<file path="src/rtl/mem_op_pkg.sv">
// Shared encodings for the data-side memory request path:
// op_type codes, bus size codes and the issuer FSM states.
package mem_op_pkg;

    localparam logic [2:0] OP_B  = 3'd0;
    localparam logic [2:0] OP_BU = 3'd1;
    localparam logic [2:0] OP_H  = 3'd2;
    localparam logic [2:0] OP_HU = 3'd3;
    localparam logic [2:0] OP_W  = 3'd4;
    localparam logic [2:0] OP_WL = 3'd5;
    localparam logic [2:0] OP_WR = 3'd6;
    localparam logic [2:0] OP_X  = 3'd7;

    localparam logic [1:0] SZ_BYTE = 2'd0;
    localparam logic [1:0] SZ_HALF = 2'd1;
    localparam logic [1:0] SZ_WORD = 2'd2;

    typedef enum logic [2:0] {
        ST_IDLE,
        ST_REQ,
        ST_WAIT,
        ST_RESP,
        ST_DROP
    } state_t;

    // Illegal code 7 behaves like a plain word access.
    function automatic logic is_misaligned(
        input logic [2:0] t,
        input logic [1:0] o
    );
        logic h;
        logic w;
        h = (t == OP_H) | (t == OP_HU);
        w = (t == OP_W) | (t == OP_X);
        return (h & o[0]) | (w & (o != 2'b00));
    endfunction

endpackage

</file>
<file path="src/rtl/data_sram_req_if.sv">
// SRAM-like data bus between the request issuer (master)
// and the memory side (slave).
interface data_sram_req_if;

    logic        data_req;
    logic        data_wr;
    logic [1:0]  data_size;
    logic [31:0] data_addr;
    logic [3:0]  data_wstrb;
    logic [31:0] data_wdata;
    logic        data_addr_ok;
    logic        data_data_ok;
    logic [31:0] data_rdata;

    modport master (
        output data_req,
        output data_wr,
        output data_size,
        output data_addr,
        output data_wstrb,
        output data_wdata,
        input  data_addr_ok,
        input  data_data_ok,
        input  data_rdata
    );

    modport slave (
        input  data_req,
        input  data_wr,
        input  data_size,
        input  data_addr,
        input  data_wstrb,
        input  data_wdata,
        output data_addr_ok,
        output data_data_ok,
        output data_rdata
    );

endinterface

</file>
<file path="src/rtl/store_align.sv">
// Combinational store lane alignment: bus size, byte strobes
// and lane-positioned write data for one memory op.
module store_align
    import mem_op_pkg::*;
(
    input  logic [2:0]  op_type,
    input  logic        op_store,
    input  logic [1:0]  off,
    input  logic [31:0] rt,
    output logic [1:0]  size,
    output logic [3:0]  strobe,
    output logic [31:0] wdata
);

    logic is_b;
    logic is_h;
    logic is_wl;
    logic is_wr;
    logic is_w;
    logic [3:0] st;

    assign is_b  = (op_type == OP_B) | (op_type == OP_BU);
    assign is_h  = (op_type == OP_H) | (op_type == OP_HU);
    assign is_wl = (op_type == OP_WL);
    assign is_wr = (op_type == OP_WR);
    assign is_w  = ~(is_b | is_h | is_wl | is_wr);

    always_comb begin
        size  = SZ_WORD;
        st    = 4'b1111;
        wdata = rt;
        unique case (1'b1)
            is_b: begin
                size  = SZ_BYTE;
                st    = 4'b0001 << off;
                wdata = {4{rt[7:0]}};
            end
            is_h: begin
                size  = SZ_HALF;
                st    = off[1] ? 4'b1100 : 4'b0011;
                wdata = {2{rt[15:0]}};
            end
            // swl fills from the addressed byte down to lane 0
            is_wl: begin
                st    = 4'b1111 >> ~off;
                wdata = rt >> {~off, 3'b000};
            end
            is_wr: begin
                st    = 4'b1111 << off;
                wdata = rt << {off, 3'b000};
            end
            is_w: begin
                st    = 4'b1111;
                wdata = rt;
            end
        endcase
        strobe = op_store ? st : 4'b0000;
    end

endmodule

</file>
<file path="src/rtl/data_sram_req.sv">
// Data-side request issuer between EXE and MEM; one op in flight.
// Define DATA_REQ_ADEL_CHECK_EN to trap misaligned h/w ops.
module data_sram_req
    import mem_op_pkg::*;
(
    input  logic        clk,
    input  logic        reset,
    input  logic        cancel,
    input  logic        op_valid,
    output logic        op_ready,
    input  logic        op_store,
    input  logic [2:0]  op_type,
    input  logic [31:0] op_addr,
    input  logic [31:0] op_wdata,
    data_sram_req_if.master bus,
    output logic        resp_valid,
    input  logic        resp_ready,
    output logic [31:0] resp_rdata,
    output logic        resp_store,
    output logic        resp_err
);

    state_t state;
    state_t nxt;

    logic        accept;
    logic        mis;
    logic        cxl_q;
    logic        wl_wr;
    logic [1:0]  a_size;
    logic [3:0]  a_strb;
    logic [31:0] a_wdata;

    logic        r_store;
    logic [1:0]  r_size;
    logic [31:0] r_addr;
    logic [3:0]  r_strb;
    logic [31:0] r_wdata;
    logic [31:0] r_rdata;

    store_align u_align (
        .op_type  (op_type),
        .op_store (op_store),
        .off      (op_addr[1:0]),
        .rt       (op_wdata),
        .size     (a_size),
        .strobe   (a_strb),
        .wdata    (a_wdata)
    );

    assign wl_wr = (op_type == OP_WL) | (op_type == OP_WR);

`ifdef DATA_REQ_ADEL_CHECK_EN
    logic r_err;
    assign mis = is_misaligned(op_type, op_addr[1:0]);
    assign resp_err = (state == ST_RESP) & r_err;
`else
    assign mis = 1'b0;
    assign resp_err = 1'b0;
`endif

    assign op_ready = ((state == ST_IDLE) |
                       ((state == ST_RESP) & resp_ready)) & ~cancel;
    assign accept = op_valid & op_ready;

    always_comb begin
        nxt = state;
        unique case (state)
            ST_IDLE: begin
                if (accept)
                    nxt = mis ? ST_RESP : ST_REQ;
            end
            // a request once raised is never withdrawn
            ST_REQ: begin
                if (bus.data_addr_ok)
                    nxt = (cancel | cxl_q) ? ST_DROP : ST_WAIT;
            end
            ST_WAIT: begin
                if (cancel)
                    nxt = bus.data_data_ok ? ST_IDLE : ST_DROP;
                else if (bus.data_data_ok)
                    nxt = ST_RESP;
            end
            ST_DROP: begin
                if (bus.data_data_ok)
                    nxt = ST_IDLE;
            end
            ST_RESP: begin
                if (cancel)
                    nxt = ST_IDLE;
                else if (resp_ready)
                    nxt = accept ? (mis ? ST_RESP : ST_REQ)
                                 : ST_IDLE;
            end
            default: nxt = ST_IDLE;
        endcase
    end

    always_ff @(posedge clk) begin
        if (reset) begin
            state   <= ST_IDLE;
            cxl_q   <= 1'b0;
            r_store <= 1'b0;
            r_size  <= 2'd0;
            r_addr  <= 32'd0;
            r_strb  <= 4'd0;
            r_wdata <= 32'd0;
            r_rdata <= 32'd0;
`ifdef DATA_REQ_ADEL_CHECK_EN
            r_err   <= 1'b0;
`endif
        end else begin
            state <= nxt;
            cxl_q <= (state == ST_REQ) & ~bus.data_addr_ok &
                     (cxl_q | cancel);
            if (accept) begin
                r_store <= op_store;
                r_size  <= a_size;
                r_addr  <= wl_wr ? {op_addr[31:2], 2'b00} : op_addr;
                r_strb  <= a_strb;
                r_wdata <= a_wdata;
                r_rdata <= 32'd0;
`ifdef DATA_REQ_ADEL_CHECK_EN
                r_err   <= mis;
`endif
            end else if ((state == ST_WAIT) & bus.data_data_ok &
                         ~r_store) begin
                r_rdata <= bus.data_rdata;
            end
        end
    end

    assign bus.data_req   = (state == ST_REQ);
    assign bus.data_wr    = (state == ST_REQ) & r_store;
    assign bus.data_size  = r_size;
    assign bus.data_addr  = r_addr;
    assign bus.data_wstrb = r_strb;
    assign bus.data_wdata = r_wdata;

    assign resp_valid = (state == ST_RESP);
    assign resp_rdata = r_rdata;
    assign resp_store = (state == ST_RESP) & r_store;

endmodule

</file>
<file path="src/flat_wrapper.sv">
// flat-port wrapper written by rule: the top's interface ports become plain ports
module data_sram_req_flat import mem_op_pkg::*;
  (clk, reset, cancel, op_valid, op_ready, op_store, op_type, op_addr, op_wdata, resp_valid, resp_ready, resp_rdata, resp_store, resp_err, bus_data_req, bus_data_wr, bus_data_size, bus_data_addr, bus_data_wstrb, bus_data_wdata, bus_data_addr_ok, bus_data_data_ok, bus_data_rdata);
  data_sram_req_if bus_i ();
  input  logic clk;
  input  logic reset;
  input  logic cancel;
  input  logic op_valid;
  output logic op_ready;
  input  logic op_store;
  input  logic [2:0] op_type;
  input  logic [31:0] op_addr;
  input  logic [31:0] op_wdata;
  output logic resp_valid;
  input  logic resp_ready;
  output logic [31:0] resp_rdata;
  output logic resp_store;
  output logic resp_err;
  output wire logic [$bits(bus_i.data_req)-1:0] bus_data_req;
  output wire logic [$bits(bus_i.data_wr)-1:0] bus_data_wr;
  output wire logic [$bits(bus_i.data_size)-1:0] bus_data_size;
  output wire logic [$bits(bus_i.data_addr)-1:0] bus_data_addr;
  output wire logic [$bits(bus_i.data_wstrb)-1:0] bus_data_wstrb;
  output wire logic [$bits(bus_i.data_wdata)-1:0] bus_data_wdata;
  input wire logic [$bits(bus_i.data_addr_ok)-1:0] bus_data_addr_ok;
  input wire logic [$bits(bus_i.data_data_ok)-1:0] bus_data_data_ok;
  input wire logic [$bits(bus_i.data_rdata)-1:0] bus_data_rdata;
  assign bus_data_req = bus_i.data_req;
  assign bus_data_wr = bus_i.data_wr;
  assign bus_data_size = bus_i.data_size;
  assign bus_data_addr = bus_i.data_addr;
  assign bus_data_wstrb = bus_i.data_wstrb;
  assign bus_data_wdata = bus_i.data_wdata;
  assign bus_i.data_addr_ok = bus_data_addr_ok;
  assign bus_i.data_data_ok = bus_data_data_ok;
  assign bus_i.data_rdata = bus_data_rdata;
  data_sram_req u_core (.clk(clk), .reset(reset), .cancel(cancel), .op_valid(op_valid), .op_ready(op_ready), .op_store(op_store), .op_type(op_type), .op_addr(op_addr), .op_wdata(op_wdata), .bus(bus_i), .resp_valid(resp_valid), .resp_ready(resp_ready), .resp_rdata(resp_rdata), .resp_store(resp_store), .resp_err(resp_err));
endmodule
</file>
<file path="config.mk">
export PLATFORM = sky130hd
export DESIGN_NAME = data_sram_req_flat
export DESIGN_NICKNAME = d
export VERILOG_FILES = /design/src/rtl/mem_op_pkg.sv /design/src/rtl/data_sram_req_if.sv /design/src/rtl/store_align.sv /design/src/rtl/data_sram_req.sv /design/src/flat_wrapper.sv
export SDC_FILE = /design/constraint.sdc
export NUM_CORES = 1
export LEC_CHECK = 0
export ABC_AREA = 1
export BUFFER_PORTS_ARGS = -buffer_cell sky130_fd_sc_hd__clkbuf_2
export CORE_MARGIN = 4
export CORE_UTILIZATION = 45
export DETAILED_ROUTE_END_ITERATION = 12
export PLACE_DENSITY = 0.75
export SYNTH_ARGS = -nofsm -noshare
export SYNTH_HDL_FRONTEND = slang
export SYNTH_SLANG_ARGS = --single-unit
</file>
<file path="constraint.sdc">
create_clock -name clk -period 1.9 [get_ports clk]
set_input_delay 0.38 -clock clk [delete_from_list [all_inputs] [get_ports clk]]
set_output_delay 0.38 -clock clk [all_outputs]
set_load 0.005 [all_outputs]
</file>
Word-level counts from Yosys, hierarchy flattened. Cells that the tools add are included.

Equality and inequality tests: 14. Shifts and indexed selects: 5. Multiplexer cells: 17. Bitwise gates (word level): 22. Reduce and logical (&&, ||, !) cells: 4.

Operators with widths (count): $pmux 32 s5 (1); $shl 32x5->32 (1); $shr 32x5->32 (1); $mux 3 (9); $pmux 4 s5 (1); $pmux 3 s5 (1); $eq 3x2->1 const B (4); $and 1x1->1 (9); $eq 3x3->1 const B (3); $mux 4 (2); $or 1x1->1 (8); $eq 3x1->1 const B (2); $logic_not 3->1 (2); $reduce_and 5->1 (1); $ne 2x1->1 const B (2); $not 1->1 (4); $pmux 2 s2 (1); $shl 1x2->4 const A (1); $shl 4x2->4 const A (1); $shr 4x2->4 const A (1); $ne 3x2->1 const B (1); $ne 3x3->1 const B (1); $mux 2 (1); $ne 2x2->1 const B (1); 3 further kinds (3).

Flip-flop bits (word level): 107. Bits of input ports: 107. Word-level logic and storage cells: 70.

Longest topological paths before layout. Gate-level depths: netlist (run 1).

Word-level depth: 9. Gate-level depth with buffers: 10.

Modules after synthesis. From an unflattened synthesis (run 1), not the netlist that was laid out.

Cell total of the unflattened synthesis: 925. Area, all modules: 5891.9 µm².

Modules (own cells, without submodules): data_sram_req (instances 1, cells each 528, area each 4144.0 µm², seq. area each 2142.1 µm²); store_align (instances 1, cells each 397, area each 1747.9 µm², seq. area each 0.0 µm²).

Least setup slack after synthesis (run 1). OpenSTA, ideal clock, no wires.

Path kind: input to register. Start: input port op_addr[0]. End: register u_core.r_wdata[3], in the netlist u_core.bus.data_wdata[3]. Library setup time: 0.117 ns. Data arrival time: 1.320 ns. Slack: 0.463 ns. Stages on the path: 9. Path buffers: 2. Path through: buf_2 buf_2 nand2_1 o21ai_0 or2_2 nand3_1 nand3_1 nor2_1 nor2_1.

Word-level cells in the longest chain between the ends: 3.

Ends and longest elaborated chain: start, declared (line flat_wrapper.sv:12) `input logic [31:0] op_addr;`; $not 2->2 (line store_align.sv:46) `wdata = rt >> {~off, 3'b000};`; $shr 32x5->32 (line store_align.sv:46); $pmux 32 s5 (*) (line store_align.sv:32) `unique case (1'b1)`; end signal, assigned (line data_sram_req.sv:121) `r_wdata <= a_wdata;`; end, declared (line data_sram_req.sv:38) `logic [31:0] r_wdata;`.

Every way passes the cells marked *; elsewhere a longest branch is shown, timed or not. A chain may end at the register's enable or synchronous reset.

Final worst setup path (run 1).
Start: register u_core.state[2]. End: output port op_ready.

Word-level cells in the longest chain between the ends: 4.

Ends and longest elaborated chain: start, declared (line data_sram_req.sv:23) `state_t state;`; start signal, assigned (line data_sram_req.sv:113) `state <= nxt;`; $eq 3x2->1 (line data_sram_req.sv:63) `((state == ST_RESP) & resp_ready)) & ~cancel;`; $and 1x1->1 (line data_sram_req.sv:63); $or 1x1->1 (*) (line data_sram_req.sv:62) `assign op_ready = ((state == ST_IDLE) |`; $and 1x1->1 (*) (line data_sram_req.sv:63); end, declared (line flat_wrapper.sv:9) `output logic op_ready;`.

Marks and branches as above.

==> reports/qor.yml, run 1 <==
logic_synthesis:
  synth_seq_cells: 107
  synth_edf_count: 0
  ys.flop_type: "dfxtp_1"
  synthCells: 845
  netlist-cell-type-count: 31
  syn_area_um2: 5510
  postSynth.asyncResetShare: 0
  synthesis.nets: 952
  ys_warn_count: 0
  synth_area_per_cell_um2: 6.52
  synth_seq_area_share: 0.389
floorplan:
  die_area_um2: 14100
  pin_count: 215
  start_util: 0.459
  design.core.area_um2: 12000
  rows: 40
  die_h_um: 119
  die_w_um: 119
grt:
  grt_usage: 0.242
  grt_max_degree: 54
  grt_pass1_vias: 5632
  grt-ovfl-total: 0
  grt_pass1_wl_um: 28100
  antenna_found_initial: 0
power:
  p_leak_nw: 3.50
  ir_worst_vdd_uv: 422
  p_per_area_nw_per_um2: 862
timing:
  slew_violations: 0
  final-setup-viol-count: 0
  rsz0062_at_grt: "false"
  tns_ns: 0
  fin_skew_ns: 0.00773
  period_share: 0.892
  period_needed_ns: 1.69
  finalHoldViolCount: 0
  timing.fmax_mhz: 590
setup_path:
  worst-path-buf-inv: 2
  cp.required_ns: 1.52
  slowest_delay_ns: 0.35
  worstReg2RegEnd: "u_core.bus.data_wstrb[0]"
  arrival_ns: 1.31
  r2r_setup_slack_ns: 0.24
  cp_common_cell: "nand2_1"
  crit_path_max_fanout: 4
  critPathTopFamily: "simple AND/OR/NAND/NOR gates"
  critPathLaunch: "u_core.state[2]"
  crit_path_end_kind: "primary output"
  cp_slowest_cell: "dfxtp_1"
  critical_path_class: "flop to primary output"
  reg2reg_from: "u_core.state[2]"
  r2r.worst_path.cells: 8
  crit_end: "op_ready"
  path_depth: 6
  cp-start-kind: "flop"
  worstPathCellList: "nor2_2 -> nand2_1 -> nand2_2 -> nand2_1 -> inv_1 -> clkbuf_2"
routing:
  vias: 6206
  avgRoutedWirePerCell_um: 14.4
  drt_iter0_drc: 639
  ant_nets: 0
  avgViaCountPerCell: 5.17
  detail_route.first_pass.iterations: 5
  drc_errors: 0
  drt_wl_total_um: 17300
cells_and_area:
  diodes: 0
  design_area_um2: 7070
  drive_gt1_frac: 0.280
  num-nets-final: 1155
  syn_to_final_growth_pct: 28.2
clocking:
  cts_root_buf: "clkbuf_16"
  cts_made_buffers: 9
  hold_buffers: 0
  insertion_delay_ns: 0.35
  clockBufferDepth: 2
  cts_tree: "built"
  cts_setup_buffers: 0
  cts.sinks: 107
  cts_htree_levels: 3
  clkTransAtPathRegs_ns: 0.07
placement:
  routabilityCongestion: 0.952
  hpwlAfterDp_um: 12800
  placed_area_um2: 6760
  io_buffers: 213
min_path:
  hp-class: "primary input to flop"
outcome:
  status: "finished, final reports clean"
run:
  drv_cap: 0
power breakdown:
part	internal (mW)	switching (mW)
Combinational	0.604	0.952
Sequential	2.47	0.131
Clock	1.04	0.883
final cells by class:
type / instances / area [um2]
fill: 1163 / 4950
clock inverter: 6 / 73.8
tap: 147 / 184
inverter: 53 / 204
multi-input combinational: 636 / 2920
clock buffer: 10 / 229
timing repair buffer: 241 / 1310
sequential: 107 / 2140
placed cells by master (no fill, tap or decap), drive strengths merged:
cell type  Yosys  final
nand4         35     35
o21ai         82     82
a21oi         66     66
nor2          71     71
o22ai          1      1
clkinvlp       0      1
dfxtp        107    107
nand3         66     66
inv           50     52
nand2        295    295
o211ai         8      8
buf           37     28
nor3           5      5
clkinv         3      5
conb           1      1
bufinv         0      1
clkbuf        12    223
or2            6      6
tightest hold or removal path: stages:
cell and delay (ns):
clkbuf_2 0.07, nand2_1 0.04, nand2_1 0.05
registers in the layout, indices dropped and copies added (netlist names):
register	cells
u_core.cxl_q	1
u_core.resp_rdata	32
u_core.bus.data_wdata	32
u_core.bus.data_size	2
u_core.bus.data_addr	32
u_core.r_store	1
u_core.state	3
u_core.bus.data_wstrb	4
synth_stat cells (7+ instances only):
cell      count  area [um2]
nor2_1       65         244
dfxtp_1     107        2140
nand3_1      64         320
o211ai_1      8        60.1
clkbuf_1     12        45.0
nand4_1      35         219
inv_2        10        37.5
o21ai_0      80         400
buf_4         7        52.6
buf_2        27         135
a21oi_1      58         290
nand2_1     291        1090
inv_1        39         146
metal layers:
layer	GRT usage	part of all wire	vias up
li1	-	-	3175
met1	0.323	0.43	2729
met2	0.393	0.46	275
met3	0.0526	0.087	27
met4	0.0702	0.017	0
met5	0	0	-
timing repair:
| item | CTS | global route |
|---|---|---|
| endpoints found under the setup margin | 0 | 5 |
| gates resized for setup | 0 | 3 |
| endpoints found under the hold margin | 0 | 0 |
metrics by stage:
stage	setup WS, ns	cells	util	hold slack [ns]	total power [mW]
after global placement	0.247	1184	0.563	0.428	4.20
after floorplan	0.463	845	-	0.442	3.55
final	0.205	1200	0.588	0.225	6.09
after CTS	0.0807	1200	0.588	0.219	6.13
after global routing	0.0634	1200	0.588	0.226	6.46
after detailed placement	0.205	1184	0.563	0.433	4.20
worst min-delay path by stage:
stage	cells past startpoint	startpoint	endpoint	slack (ns)
after floorplan	2	u_core.bus.data_addr[10]	u_core.bus.data_addr[10]	0.44
after global placement	2	u_core.bus.data_addr[9]	u_core.bus.data_addr[9]	0.43
after detailed placement	2	u_core.bus.data_addr[12]	u_core.bus.data_addr[12]	0.43
after CTS	3	op_addr[13]	u_core.bus.data_addr[13]	0.22
after global routing	3	op_addr[29]	u_core.bus.data_addr[29]	0.23
final	3	op_addr[13]	u_core.bus.data_addr[13]	0.23
cell families (layout without fill, tap and decap cells):
logic type,count (synthesis),count (layout),synth area share
other cells,1,1,0.000681
simple gates,478,478,0.369
flops,107,107,0.389
buf+inv,102,310,0.0822
compound gates,157,157,0.159
No activity file was read; power rests on OpenSTA's default activity.
==> run 2, diff against run 1 <==
- PLACE_DENSITY: 0.75 -> 0.8
==> run 2 against run 1 <==
Against the previous run:
- power is 0.28% lower
- sequential power hardly changed
- routed wire length is 3.7% higher
- maximum frequency is 5.7% lower
- hold slack better by 0.0053 ns
- first-iteration DRC count is 3.1% lower
- register-to-register slack hardly changed
- final cell count hardly changed
- combinational power hardly changed
- critical path depth is 1 lower
- die area stayed put
- via count is 3.4% higher
==> reports/qor.yml, run 2 (same netlist as run 1, synthesis figures left out) <==
outcome:
  status: "finished, final reports clean"
floorplan:
  die_w_um: 119  # unchanged
  pin_count: 215  # unchanged
  die_h_um: 119  # unchanged
  start_util: 0.459  # unchanged
  rows: 40  # unchanged
  die_area_um2: 14100  # unchanged
  design.core.area_um2: 12000  # unchanged
cells_and_area:
  design_area_um2: 7040  # -0.30%
  final_cell_mix: "291 x nand2_1, 213 x clkbuf_2, 107 x dfxtp_1, 80 x o21ai_0"
  syn_to_final_growth_pct: 27.8
  layout_commonest_cell: "nand2_1"
  n_fill_cell: 1176  # +1.1%
  num-nets-final: 1154  # -0.087%
  drive_gt1_frac: 0.278  # -0.00259
  diodes: 0  # unchanged
grt:
  grt-ovfl-total: 0  # unchanged
  antenna_found_initial: 0  # unchanged
  grt_max_degree: 54  # unchanged
  grt_pass1_vias: 5722  # +1.6%
  grt_pass1_wl_um: 28500  # +1.6%
  grt_usage: 0.245  # +0.00328
placement:
  io_buffers: 213  # unchanged
  hpwlAfterDp_um: 13300  # +3.9%
  routabilityCongestion: 0.962  # +1.1%
  placed_area_um2: 6750  # -0.11%
setup_path:
  arrival_ns: 1.42  # +0.11 ns
  crit_path_end_kind: "primary output"
  slowest_delay_ns: 0.42  # +0.07 ns
  worst-path-buf-inv: 2  # unchanged
  worstReg2RegEnd: "u_core.bus.data_wdata[22]"
  critPathTopFamily: "flip-flops"
  worstPathCellList: "inv_1 -> nor2_2 -> nand2_1 -> nor2_1 -> clkbuf_2"
  r2r_setup_slack_ns: 0.23  # about the same
  crit_path_max_fanout: 5  # +1
  cp-start-kind: "flop"
  cp_slowest_cell: "dfxtp_1"
  cp.required_ns: 1.52  # about the same
  r2r.worst_path.cells: 8  # unchanged
  reg2reg_from: "u_core.state[2]"
  critical_path_class: "flop to primary output"
routing:
  drt_wl_total_um: 18000  # +3.7%
  avgRoutedWirePerCell_um: 15.0  # +3.8%
  drt_iter0_drc: 619  # -3.1%
  avgViaCountPerCell: 5.35  # +3.4%
  vias: 6414  # +3.4%
  detail_route.first_pass.iterations: 5  # unchanged
  drc_errors: 0  # unchanged
  ant_nets: 0  # unchanged
timing:
  period_needed_ns: 1.80  # +0.102 ns
  holdWs_ns: 0.230  # +0.00527 ns
  finalHoldViolCount: 0  # unchanged
  timing.fmax_mhz: 556  # -5.7%
  period_share: 0.946  # +0.0537
  tns_ns: 0  # unchanged
  rsz0062_at_grt: "false"
  final-setup-viol-count: 0  # unchanged
  fin_skew_ns: 0.00550  # -0.00223 ns
  slew_violations: 0  # unchanged
clocking:
  cts.sinks: 107  # unchanged
  cts_resized: 0  # unchanged
  cts_setup_buffers: 0  # unchanged
  hold_buffers: 0  # unchanged
  clkTransAtPathRegs_ns: 0.07  # about the same
  cts_htree_levels: 3  # unchanged
  clockBufferDepth: 2  # unchanged
  cts_made_buffers: 9  # unchanged
  insertion_delay_ns: 0.34  # about the same
  cts_tree: "built"
  cts_root_buf: "clkbuf_16"
min_path:
  hp-class: "primary input to flop"
  hold_start: "op_addr[30]"
  whs_path_depth: 3  # unchanged
  worstHoldEndpoint: "u_core.bus.data_addr[30]"
power:
  power_mw: 6.07  # -0.28%
  p_leak_nw: 3.49  # -0.29%
  ir_worst_vdd_uv: 541  # +28%
  p_per_area_nw_per_um2: 862  # about the same
run:
  drv_cap: 0  # unchanged
-- run 2: where the power goes --
part	switching, mW	total (mW)	internal, mW
Sequential	0.137	2.61	2.47
Clock	0.855	1.89	1.03
Combinational	0.971	1.57	0.603
-- run 2: cell type report --
type                    instances  area (um2)  share of cell area
repair buffers                240        1310               0.185
clock buffers                  11         233              0.0330
flip-flops and latches        107        2140               0.304
clock inverters                 5        60.1             0.00853
well taps                     147         184              0.0261
inverters                      53         201              0.0286
multi-input cells             636        2920               0.414
-- run 2: worst max path at each step --
stage	start	end	slack, ns	cells past startpoint
after floorplan	op_addr[0]	u_core.bus.data_wdata[3]	0.46	9
after detailed placement	cancel	u_core.bus.data_wdata[9]	0.23	7
after CTS	u_core.state[0]	resp_store	0.09	5
final	u_core.state[0]	resp_store	0.10	5
after global placement	op_addr[0]	u_core.bus.data_wdata[7]	0.28	9
after global routing	u_core.state[0]	resp_store	0.02	5
-- run 2: stage by stage --
stage / setup WS [ns] / utilization / cells
final: 0.103 / 0.586 / 1199
after floorplan: 0.463 / - / 845
after global routing: 0.0154 / 0.586 / 1199
after CTS: 0.0902 / 0.586 / 1199
after detailed placement: 0.231 / 0.562 / 1183
after global placement: 0.277 / 0.562 / 1183
-- run 2: worst register-to-register path: stages (launching register included) --
cell,delay (ns)
dfxtp_1,0.36
nor2_2,0.18
nand2_1,0.10
nand2_2,0.11
nand3_4,0.16
inv_2,0.25
buf_4,0.21
o21ai_0,0.08
a21oi_1,0.14
-- run 2: metal layers --
| layer | wire length [um] | vias to the layer above | GRT usage |
|---|---|---|---|
| li1 | - | 3180 | - |
| met1 | 7380 | 2846 | 0.317 |
| met2 | 8220 | 353 | 0.395 |
| met3 | 1910 | 35 | 0.0617 |
| met4 | 450 | 0 | 0.0912 |
| met5 | 0 | - | 0 |
==> run 3, diff against run 2 <==
- BUFFER_PORTS_ARGS: -buffer_cell sky130_fd_sc_hd__clkbuf_2 -> unset
- DONT_BUFFER_PORTS: unset -> 1
- GPL_TIMING_DRIVEN: unset -> 0
- PLACE_DENSITY: 0.8 -> 0.65
==> run 3 against run 2 <==
Against the previous run:
- power is 4.5% lower
- routed wire length is 3.5% higher
- global-route usage is 0.98 points higher
- die area stayed put
- design area is 15% lower
- clock power is 2% higher
- final cell count is 16% lower
- sequential share of layout area is 5.3 points higher
- register-to-register slack worse by 0.06 ns
- first-iteration DRC count is 15% lower
- core utilization is 8.7 points lower
- largest cell class unchanged
==> reports/qor.yml, run 3 (same netlist as run 1, synthesis figures left out) <==
outcome:
  status: "finished, final reports clean"
placement:
  routabilityCongestion: 0.975  # +1.4%
  io_buffers: 0  # -100%
  hpwlAfterDp_um: 13900  # +4.0%
  dp.cells: 992  # -16%
clocking:
  cts_tree: "built"
  hold_buffers: 0  # unchanged
  cts_htree_levels: 3  # unchanged
  cts.sinks: 107  # unchanged
  cts_made_buffers: 9  # unchanged
  insertion_delay_ns: 0.35  # about the same
  cts_setup_buffers: 0  # unchanged
  cts_root_buf: "clkbuf_16"
  clockBufferDepth: 2  # unchanged
  clkTransAtPathRegs_ns: 0.07  # about the same
setup_path:
  critical_path_class: "flop to primary output"
  critPathTopFamily: "simple AND/OR/NAND/NOR gates"
  worstPathCellList: "inv_1 -> nor2_1 -> nand2_1 -> nor2_1"
  slowest_delay_ns: 0.44  # +0.02 ns
  reg2reg_from: "u_core.state[0]"
  arrival_ns: 1.35  # -0.07 ns
  cp_slowest_cell: "dfxtp_1"
  worst-path-buf-inv: 1  # -1
  crit_path_max_fanout: 5  # unchanged
  cp-start-kind: "flop"
  cp_common_cell: "nor2_1"
  critPathLaunch: "u_core.state[0]"
  crit_path_end_kind: "primary output"
  cp.required_ns: 1.52  # about the same
grt:
  gr-usage-met1: 0.299  # -0.0175
  grt_max_degree: 19  # -65%
  grt_usage: 0.255  # +0.00979
  grt_pass1_vias: 5536  # -3.3%
  use_met2: 0.421  # +0.0263
  grt-ovfl-total: 0  # unchanged
  antenna_found_initial: 0  # unchanged
  grt_busiest_layer: "met2"
  grt_pass1_wl_um: 28700  # +0.58%
  grt_use_met3: 0.0919  # +0.0301
cells_and_area:
  stdcell_count: 1008  # -16%
  diodes: 0  # unchanged
  syn_to_final_growth_pct: 8.97
  drive_gt1_frac: 0.103  # -0.174
  num-nets-final: 963  # -17%
  n_fill_cell: 1257  # +6.9%
  layout_commonest_cell: "nand2_1"
  final_cell_mix: "291 x nand2_1, 107 x dfxtp_1, 80 x o21ai_0, 65 x nor2_1, 64 x nand3_1"
floorplan:
  die_area_um2: 14100  # unchanged
  design.core.area_um2: 12000  # unchanged
  die_w_um: 119  # unchanged
  die_h_um: 119  # unchanged
  pin_count: 215  # unchanged
  start_util: 0.459  # unchanged
  rows: 40  # unchanged
min_path:
  hold_start: "reset"
  hp-class: "primary input to flop"
power:
  ir_worst_vdd_uv: 491  # -9.2%
  p_leak_nw: 2.59  # -26%
  power_mw: 5.80  # -4.5%
  p_per_area_nw_per_um2: 966  # +12%
routing:
  detail_route.first_pass.iterations: 5  # unchanged
  ant_nets: 0  # unchanged
  drc_errors: 0  # unchanged
  drt_wl_total_um: 18600  # +3.5%
  vias: 5827  # -9.2%
  avgViaCountPerCell: 5.78  # +8.1%
  avgRoutedWirePerCell_um: 18.4  # +23%
  drt_iter0_drc: 526  # -15%
timing:
  finalHoldViolCount: 0  # unchanged
  final-setup-viol-count: 0  # unchanged
  tns_ns: 0  # unchanged
  timing.fmax_mhz: 577  # +3.7%
  slew_headroom: 0.554
  fin_skew_ns: 0.00671  # +0.00121 ns
  worst_slew_pin_slew_ns: 0.669
  rsz0062_at_grt: "false"
  period_needed_ns: 1.73  # -0.0643 ns
  slew_violations: 0  # unchanged
  period_share: 0.912  # -0.0338
run:
  drv_cap: 0  # unchanged
==> run 3: metal layers <==
layer | vias to the layer above | share of wire
met3 | 50 | 0.12
met2 | 334 | 0.46
met5 | - | 0
met4 | 0 | 0.029
met1 | 2647 | 0.39
li1 | 2796 | -
==> run 3: what timing repair did <==
| item | 4_1_cts | 5_1_grt |
|---|---|---|
| gates resized for setup | 0 | 1 |
| endpoints found under the setup margin | 0 | 2 |
| endpoints found under the hold margin | 0 | 0 |
==> run 3: cell type report <==
cell class	instances	area, um2	area share
Buffer	49	253	0.0421
Clock buffer	10	239	0.0398
Clock inverter	6	70.1	0.0117
Inverter	53	201	0.0335
Multi-Input combinational cell	636	2920	0.486
Sequential cell	107	2140	0.357
Tap cell	147	184	0.0306
==> run 3: stage by stage <==
stage | hold WS, ns | area, um2 | utilization | worst slack, ns
6_report | 0.0843 | 6000 | 0.500 | 0.167
5_1_grt | 0.0700 | 6000 | 0.500 | 0.0495
4_1_cts | 0.0722 | 6000 | 0.500 | 0.115
3_5_place_dp | 0.454 | 5690 | 0.474 | 0.0260
3_3_place_gp | 0.451 | 5690 | 0.474 | 0.0314
2_1_floorplan | 0.442 | 5510 | - | 0.463
==> run 3: worst paths after layout <==
| path | endpoint | slack [ns] | cells past startpoint |
|---|---|---|---|
| max | resp_store | 0.17 | 4 |
| min | u_core.state[1] | 0.08 | 1 |
| max reg2reg | u_core.bus.data_wdata[4] | 0.17 | 9 |
| min reg2reg | u_core.bus.data_addr[10] | 0.46 | 2 |
==> run 3: report_power, final <==
group	switching [mW]	leakage (nW)	internal (mW)
clock	0.858	0.142	1.07
sequential	0.201	0.871	2.47
combinational	0.826	1.57	0.373
